**src/rtl/user_io_pkg.sv**
```systemverilog
// Shared types for the user-IO Aurora link bring-up sequencer.
package user_io_pkg;

  localparam int unsigned LINK_RETRY_W = 8;

  typedef enum logic [2:0] {
    StIdle,
    StWaitPwr,
    StReset,
    StWaitLane,
    StWaitChan,
    StUp,
    StFail
  } link_state_e;

  // Transceiver is held in reset everywhere except while training or up.
  function automatic logic state_holds_rst(input link_state_e s);
    return !(s inside {StWaitLane, StWaitChan, StUp});
  endfunction

  function automatic logic [LINK_RETRY_W-1:0] retry_sat_inc(input logic [LINK_RETRY_W-1:0] c);
    return (c == '1) ? c : c + LINK_RETRY_W'(1);
  endfunction

endpackage

```
**src/rtl/user_io_link_fsm.sv**
```systemverilog
// One link's bring-up sequencer: status synchronisers, wait timer, FSM and retry counter.
module user_io_link_fsm
  import user_io_pkg::*;
#(
  parameter int unsigned RST_CYC     = 128,
  parameter int unsigned TIMEOUT_CYC = 1000000,
  parameter int unsigned CNT_W       = 20,
  parameter int unsigned MAX_RETRY   = 8
) (
  input  logic                    clk_i,
  input  logic                    rst_i,
  input  logic                    enable_i,
  input  logic                    force_rst_i,
  input  logic                    gt_pwrgd_i,
  input  logic                    lane_up_i,
  input  logic                    chan_up_i,
  output logic                    link_rst_o,
  output logic                    link_up_o,
  output logic                    link_err_o,
  output logic [LINK_RETRY_W-1:0] retry_cnt_o
);

  localparam logic [CNT_W-1:0]        RstLoad     = CNT_W'(RST_CYC - 1);
  localparam logic [CNT_W-1:0]        TimeoutLoad = CNT_W'(TIMEOUT_CYC - 1);
  localparam logic [LINK_RETRY_W-1:0] MaxRetry    = LINK_RETRY_W'(MAX_RETRY);

  // Bit 0 pwrgd, bit 1 lane_up, bit 2 chan_up.
  logic [2:0] sync1_q, sync2_q;
  logic       pwrgd, lane_up, chan_up;

  link_state_e              state_q, state_d;
  logic [CNT_W-1:0]         timer_q, timer_d;
  logic [LINK_RETRY_W-1:0]  retry_q, retry_d, retry_inc;
  logic                     retry_path;
  logic                     link_rst_q, link_up_q, link_err_q;

  assign pwrgd   = sync2_q[0];
  assign lane_up = sync2_q[1];
  assign chan_up = sync2_q[2];

  always_comb begin
    state_d    = state_q;
    timer_d    = timer_q;
    retry_d    = retry_q;
    retry_inc  = retry_sat_inc(retry_q);
    retry_path = 1'b0;
    if (!enable_i) begin
      state_d = StIdle;
    end else if (force_rst_i) begin
      state_d = StWaitPwr;
      retry_d = '0;
    end else begin
      unique case (state_q)
        StIdle: state_d = StWaitPwr;
        StWaitPwr: begin
          if (pwrgd) begin
            state_d = StReset;
            timer_d = RstLoad;
          end
        end
        StReset: begin
          if (!pwrgd) begin
            state_d = StWaitPwr;
          end else if (timer_q == '0) begin
            state_d = StWaitLane;
            timer_d = TimeoutLoad;
          end else begin
            timer_d = timer_q - CNT_W'(1);
          end
        end
        StWaitLane: begin
          if (!pwrgd) begin
            state_d = StWaitPwr;
          end else if (lane_up) begin
            state_d = StWaitChan;
            timer_d = TimeoutLoad;
          end else if (timer_q == '0) begin
            retry_path = 1'b1;
          end else begin
            timer_d = timer_q - CNT_W'(1);
          end
        end
        StWaitChan: begin
          if (!pwrgd) begin
            state_d = StWaitPwr;
          end else if (chan_up) begin
            state_d = StUp;
            retry_d = '0;
          end else if (timer_q == '0 || !lane_up) begin
            retry_path = 1'b1;
          end else begin
            timer_d = timer_q - CNT_W'(1);
          end
        end
        StUp: begin
          if (!chan_up || !pwrgd) retry_path = 1'b1;
        end
        StFail: state_d = StFail;
        default: state_d = StIdle;
      endcase
      // A failed attempt either retries from RESET or gives up for good.
      if (retry_path) begin
        retry_d = retry_inc;
        if (retry_inc >= MaxRetry) begin
          state_d = StFail;
        end else begin
          state_d = StReset;
          timer_d = RstLoad;
        end
      end
    end
  end

  always_ff @(posedge clk_i) begin
    if (rst_i) begin
      sync1_q    <= '0;
      sync2_q    <= '0;
      state_q    <= StIdle;
      timer_q    <= '0;
      retry_q    <= '0;
      link_rst_q <= 1'b1;
      link_up_q  <= 1'b0;
      link_err_q <= 1'b0;
    end else begin
      sync1_q    <= {chan_up_i, lane_up_i, gt_pwrgd_i};
      sync2_q    <= sync1_q;
      state_q    <= state_d;
      timer_q    <= timer_d;
      retry_q    <= retry_d;
      link_rst_q <= state_holds_rst(state_d);
      link_up_q  <= (state_d == StUp);
      link_err_q <= (state_d == StFail);
    end
  end

  assign link_rst_o  = link_rst_q;
  assign link_up_o   = link_up_q;
  assign link_err_o  = link_err_q;
  assign retry_cnt_o = retry_q;

endmodule

```
**src/rtl/user_io_link_bringup_ctl.sv**
```systemverilog
// Aurora bring-up controller: one independent sequencer per link.
module user_io_link_bringup_ctl
  import user_io_pkg::*;
#(
  parameter int unsigned NUM_AUR_LINKS = 8,
  parameter int unsigned RST_CYC       = 128,
  parameter int unsigned TIMEOUT_CYC   = 1000000,
  parameter int unsigned CNT_W         = 20,
  parameter int unsigned MAX_RETRY     = 8
) (
  input  logic                                  clk_per,
  input  logic                                  reset_per,
  input  logic [NUM_AUR_LINKS-1:0]              i_enable,
  input  logic [NUM_AUR_LINKS-1:0]              i_force_rst,
  input  logic [NUM_AUR_LINKS-1:0]              i_gt_pwrgd,
  input  logic [NUM_AUR_LINKS-1:0]              i_lane_up,
  input  logic [NUM_AUR_LINKS-1:0]              i_chan_up,
  output logic [NUM_AUR_LINKS-1:0]              o_link_rst,
  output logic [NUM_AUR_LINKS-1:0]              o_link_up,
  output logic [NUM_AUR_LINKS-1:0]              o_link_err,
  output logic [NUM_AUR_LINKS*LINK_RETRY_W-1:0] o_retry_cnt
);

  for (genvar g = 0; g < NUM_AUR_LINKS; g++) begin : g_link
    user_io_link_fsm #(
      .RST_CYC    (RST_CYC),
      .TIMEOUT_CYC(TIMEOUT_CYC),
      .CNT_W      (CNT_W),
      .MAX_RETRY  (MAX_RETRY)
    ) u_link_fsm (
      .clk_i      (clk_per),
      .rst_i      (reset_per),
      .enable_i   (i_enable[g]),
      .force_rst_i(i_force_rst[g]),
      .gt_pwrgd_i (i_gt_pwrgd[g]),
      .lane_up_i  (i_lane_up[g]),
      .chan_up_i  (i_chan_up[g]),
      .link_rst_o (o_link_rst[g]),
      .link_up_o  (o_link_up[g]),
      .link_err_o (o_link_err[g]),
      .retry_cnt_o(o_retry_cnt[g*LINK_RETRY_W +: LINK_RETRY_W])
    );
  end

endmodule

```
**config.mk**
```make
export PLATFORM = sky130hd
export DESIGN_NAME = user_io_link_bringup_ctl
export DESIGN_NICKNAME = d
export VERILOG_FILES = /design/src/rtl/user_io_pkg.sv /design/src/rtl/user_io_link_fsm.sv /design/src/rtl/user_io_link_bringup_ctl.sv
export SDC_FILE = /design/constraint.sdc
export NUM_CORES = 1
export LEC_CHECK = 0
export CAP_MARGIN = 0
export CORE_MARGIN = 3
export CORE_UTILIZATION = 25
export DETAILED_ROUTE_END_ITERATION = 8
export MAX_ROUTING_LAYER = met4
export SLEW_MARGIN = 5
export SYNTH_ARGS = -nofsm -noshare
export SYNTH_HDL_FRONTEND = slang
export SYNTH_SLANG_ARGS = --single-unit
```
**constraint.sdc**
```tcl
create_clock -name clk_per -period 5 [get_ports clk_per]
set_input_delay 0.5 -clock clk_per [delete_from_list [all_inputs] [get_ports clk_per]]
set_output_delay 0.5 -clock clk_per [all_outputs]
set_load 0.1 [all_outputs]
```
==> metrics.md <==
| Metric | Value |
|---|---|
| Combinational Power Share | `10.8%` |
| Max rail drop VDD | `0.2546 mV` |
| Most common cell after layout, fill and taps aside | `nor2_1` |
| Yosys cell types | `between 90 and 100` |
| Static Leak | `slightly below 10 nW` |
| DR WL/cell | `~18 µm` |
| P_sw | `1.846 mW` |
| Top cell type's share of synthesized area | `26.80%` |
| Final period utilization | `75.88%` |
| Starting DRC count in detailed routing | `between 3000 and 4000` |
| Area occupied by multi-input gates | `around 0.016 mm²` |
| Kind of critical path | `reg2reg` |
| Synth Flop Type | `dfxtp_1` |
| Synth Area per Inst | `about 7.0 µm²` |
| DRC | `0` |
| Worst slew pin tran | `1.091 ns` |
| CTS root buf | `clkbuf_16` |
| Gate Count Post-Synth | `3402` |
| Crit path time final | `3.794 ns` |
| Die Width | `~320 µm` |
| Largest net degree at the start of global routing | `57` |
| Worst clock skew | `~0.013 ns` |
| Slew margin rel. | `26.57%` |
| Commonest non-fill, non-tap cells in the layout | `nor2_1 (353), nand2_1 (323), dfxtp_1 (320)` |
| Mapped Area | `between 0.02 and 0.025 mm²` |
| Worst-Skew Late Latency | `around 0.58 ns` |
| TritonCTS clock tree | `done` |
| Data required, critical path | `~5.5 ns` |
| GP Congestion | `roughly 1` |
| PD cells | `about 240 mW/mm²` |
| Vias | `roughly 27000` |
| Via density | `5.712` |
| Register Area | `around 0.0064 mm²` |
| Post-Route WL | `between 80000 and 90000 µm` |
| Port Buffers | `between 100 and 150` |
| Hold WS | `0.2678 ns` |
| Hold Crit Class | `in2reg` |
| Sequential cell area fraction in the yosys report | `roughly 27%` |
| Final instance area | `roughly 0.028 mm²` |
| Post-Syn Nets | `around 3500` |
| GRT Util Overall | `between 10% and 20%` |
| Vias in the first global route | `between 20000 and 25000` |
| Nets | `roughly 3500` |
| Core region area | `between 0.09 and 0.1 mm²` |
| Worst-path maximum fanout | `14` |
| Clk pwr share | `between 40% and 50%` |
| Cell Rows | `112` |
| Synth area leaders | `dfxtp_1 (27%), a21oi_1 (6.1%), o21ai_0 (6.0%), nor2_1 (5.5%), nand2_1 (5.1%)` |
| Post-DP HPWL | `~60000 µm` |
| Antenna Nets Post-Route | `0` |
| Max Cap Violations | `0` |
| Yosys warning count | `0` |
| First-pass GRT wire length | `about 140000 µm` |
| Share of cells above drive strength 1 | `slightly above 5%` |
| Part of the power in registers | `around two fifths` |
| RSZ-0062 raised after global routing | `false` |
| Die height | `about 320 µm` |
| Fmax | `approximately 260 MHz` |
| Setup Fix Bufs, Post-CTS | `0` |
| WP data arrival | `between 4 and 5 ns` |
| Clk sinks | `320` |
| N_diodes | `0` |
| CP Launch Type | `flip-flop` |
| CTS resizes | `0` |
| Post-layout power | `about 6.5 mW` |
| Syn-to-layout area delta | `15.34%` |
| Gr ovfl total | `0` |
| Initial Util | `25.42%` |
| Total negative setup slack | `0 ns` |
| Sw frac | `28.31%` |
| Internal power | `4.675 mW` |
| Worst-path clk slew | `0.05 ns` |
| EDFF count, synth | `0` |
| Htree depth | `2` |
| Setup crit end kind | `flip-flop` |
| Status | `finished clean` |
| Slew Limit Fails | `0` |
| CTS Buffer Depth | `3` |
| FF+latch count, synth | `320` |
| CTS Buf Count | `44` |
| Pre-Repair DR Iteration Count | `6` |
| Number of hold buffers added after cts | `0` |
| Fill cell count | `roughly 10000` |
| Final hold vios | `0` |
| Setup violators final | `0` |
| Area leader, netlist | `dfxtp_1` |
| DP Area | `~0.026 mm²` |
| Antenna violations before repair | `1` |
| Async S/R FF share, synth | `0%` |
| Die ar. | `approximately 0.099 mm²` |
| IO Pins | `130` |
[path summary, 6_finish.rpt]
check / start / to / slack [ns] / depth (start not counted)
min reg2reg: g_link[1].u_link_fsm.sync1_q[2]$_SDFF_PP0_ / g_link[1].u_link_fsm.sync2_q[2]$_SDFF_PP0_ / 0.43 / 1
max: g_link[7].u_link_fsm.timer_q[9]$_SDFFE_PP0P_ / g_link[7].u_link_fsm.timer_q[0]$_SDFFE_PP0P_ / 1.21 / 11
min: reset_per / g_link[2].u_link_fsm.sync2_q[0]$_SDFF_PP0_ / 0.27 / 2
max reg2reg: g_link[7].u_link_fsm.timer_q[9]$_SDFFE_PP0P_ / g_link[7].u_link_fsm.timer_q[0]$_SDFFE_PP0P_ / 1.21 / 11
[synth_stat cells, drive strengths merged, types with 14 or more instances]
master and number:
nor2 354, nand2 326, dfxtp 320, o21ai 293, a21oi 291, clkbuf 191
nor3 164, nand3 121, a31oi 100, nor2b 96, inv 81, nor4 75
nand2b 62, a211oi 57, and3 47, o211ai 43, or3 43, o31ai 40
buf 39, nand4 37, xnor2 37, xor2 36, o22ai 35, or4 33
a21o 30, a311oi 27, nor3b 27, and2 26, ha 24, o21a 23
mux2i 19, a221oi 18, a41oi 18, a22oi 14
[state kept, by name, summed over array words and instances, names as in the netlist]
name,flops
g_link.u_link_fsm.sync1_q,24
g_link.u_link_fsm.sync2_q,24
g_link.u_link_fsm.link_rst_o,8
g_link.u_link_fsm.retry_cnt_o,64
g_link.u_link_fsm.state_q,24
g_link.u_link_fsm.timer_q,160
g_link.u_link_fsm.link_err_o,8
g_link.u_link_fsm.link_up_o,8
[per-layer routing]
layer  up-vias  GRT usage, %  part of all wire [%]
met3       184         2.656                   8.5
met1     12531         23.38                    46
met2      1280         24.60                    43
met4         0         5.533                   2.6
li1      12709             -                     -
met5         -             -                     0
[cells by family after synthesis]
group | after synthesis | share of synthesized area (%)
flip-flops | 320 | 26.80
AND/OR/NAND/NOR | 1486 | 31.50
buffers and inverters | 312 | 5.345
multiplexers | 26 | 1.125
AO/OA/AOI/OAI | 1161 | 31.30
XOR/XNOR | 73 | 2.675
adder cells (fa/ha/maj) | 24 | 1.256
[per-stage QoR]
stage	util, %	std cells	setup WS [ns]
global placement	27.80	4600	1.382
detailed placement	27.80	4600	1.333
finish	29.32	4675	1.206
global route	29.32	4675	0.9268
floorplan	-	3402	1.991
CTS	29.32	4675	1.295
[power groups by stage]
stage	combinational, mW	clock (mW)	sequential (mW)
6_report	0.703	3.17	2.65
2_1_floorplan	0.459	0	2.69
4_1_cts	0.689	3.27	2.65
5_1_grt	0.762	3.37	2.66
3_3_place_gp	0.688	0	2.70
3_5_place_dp	0.686	0	2.70
[worst max-delay path, cell delays in order, from the launching register on]
cell and delay, ns:
dfxtp_1 0.41, or4_4 0.57, or4_1 0.76, nor2_2 0.56
inv_2 0.24, ha_1 0.33, nor3_1 0.04, a2111oi_0 0.37
a31oi_1 0.10, nor2_1 0.13, a21oi_1 0.06, a21oi_1 0.15
[cell type report]
cell class | instances | share of cell area, %
Clock inverter | 19 | 0.7806
Inverter | 82 | 1.116
Tap cell | 1254 | 5.691
Clock buffer | 56 | 4.411
Timing Repair Buffer | 174 | 5.914
Sequential cell | 320 | 23.24
Multi-Input combinational cell | 2770 | 58.85
Note: power is estimated with default switching activity, not from simulation.
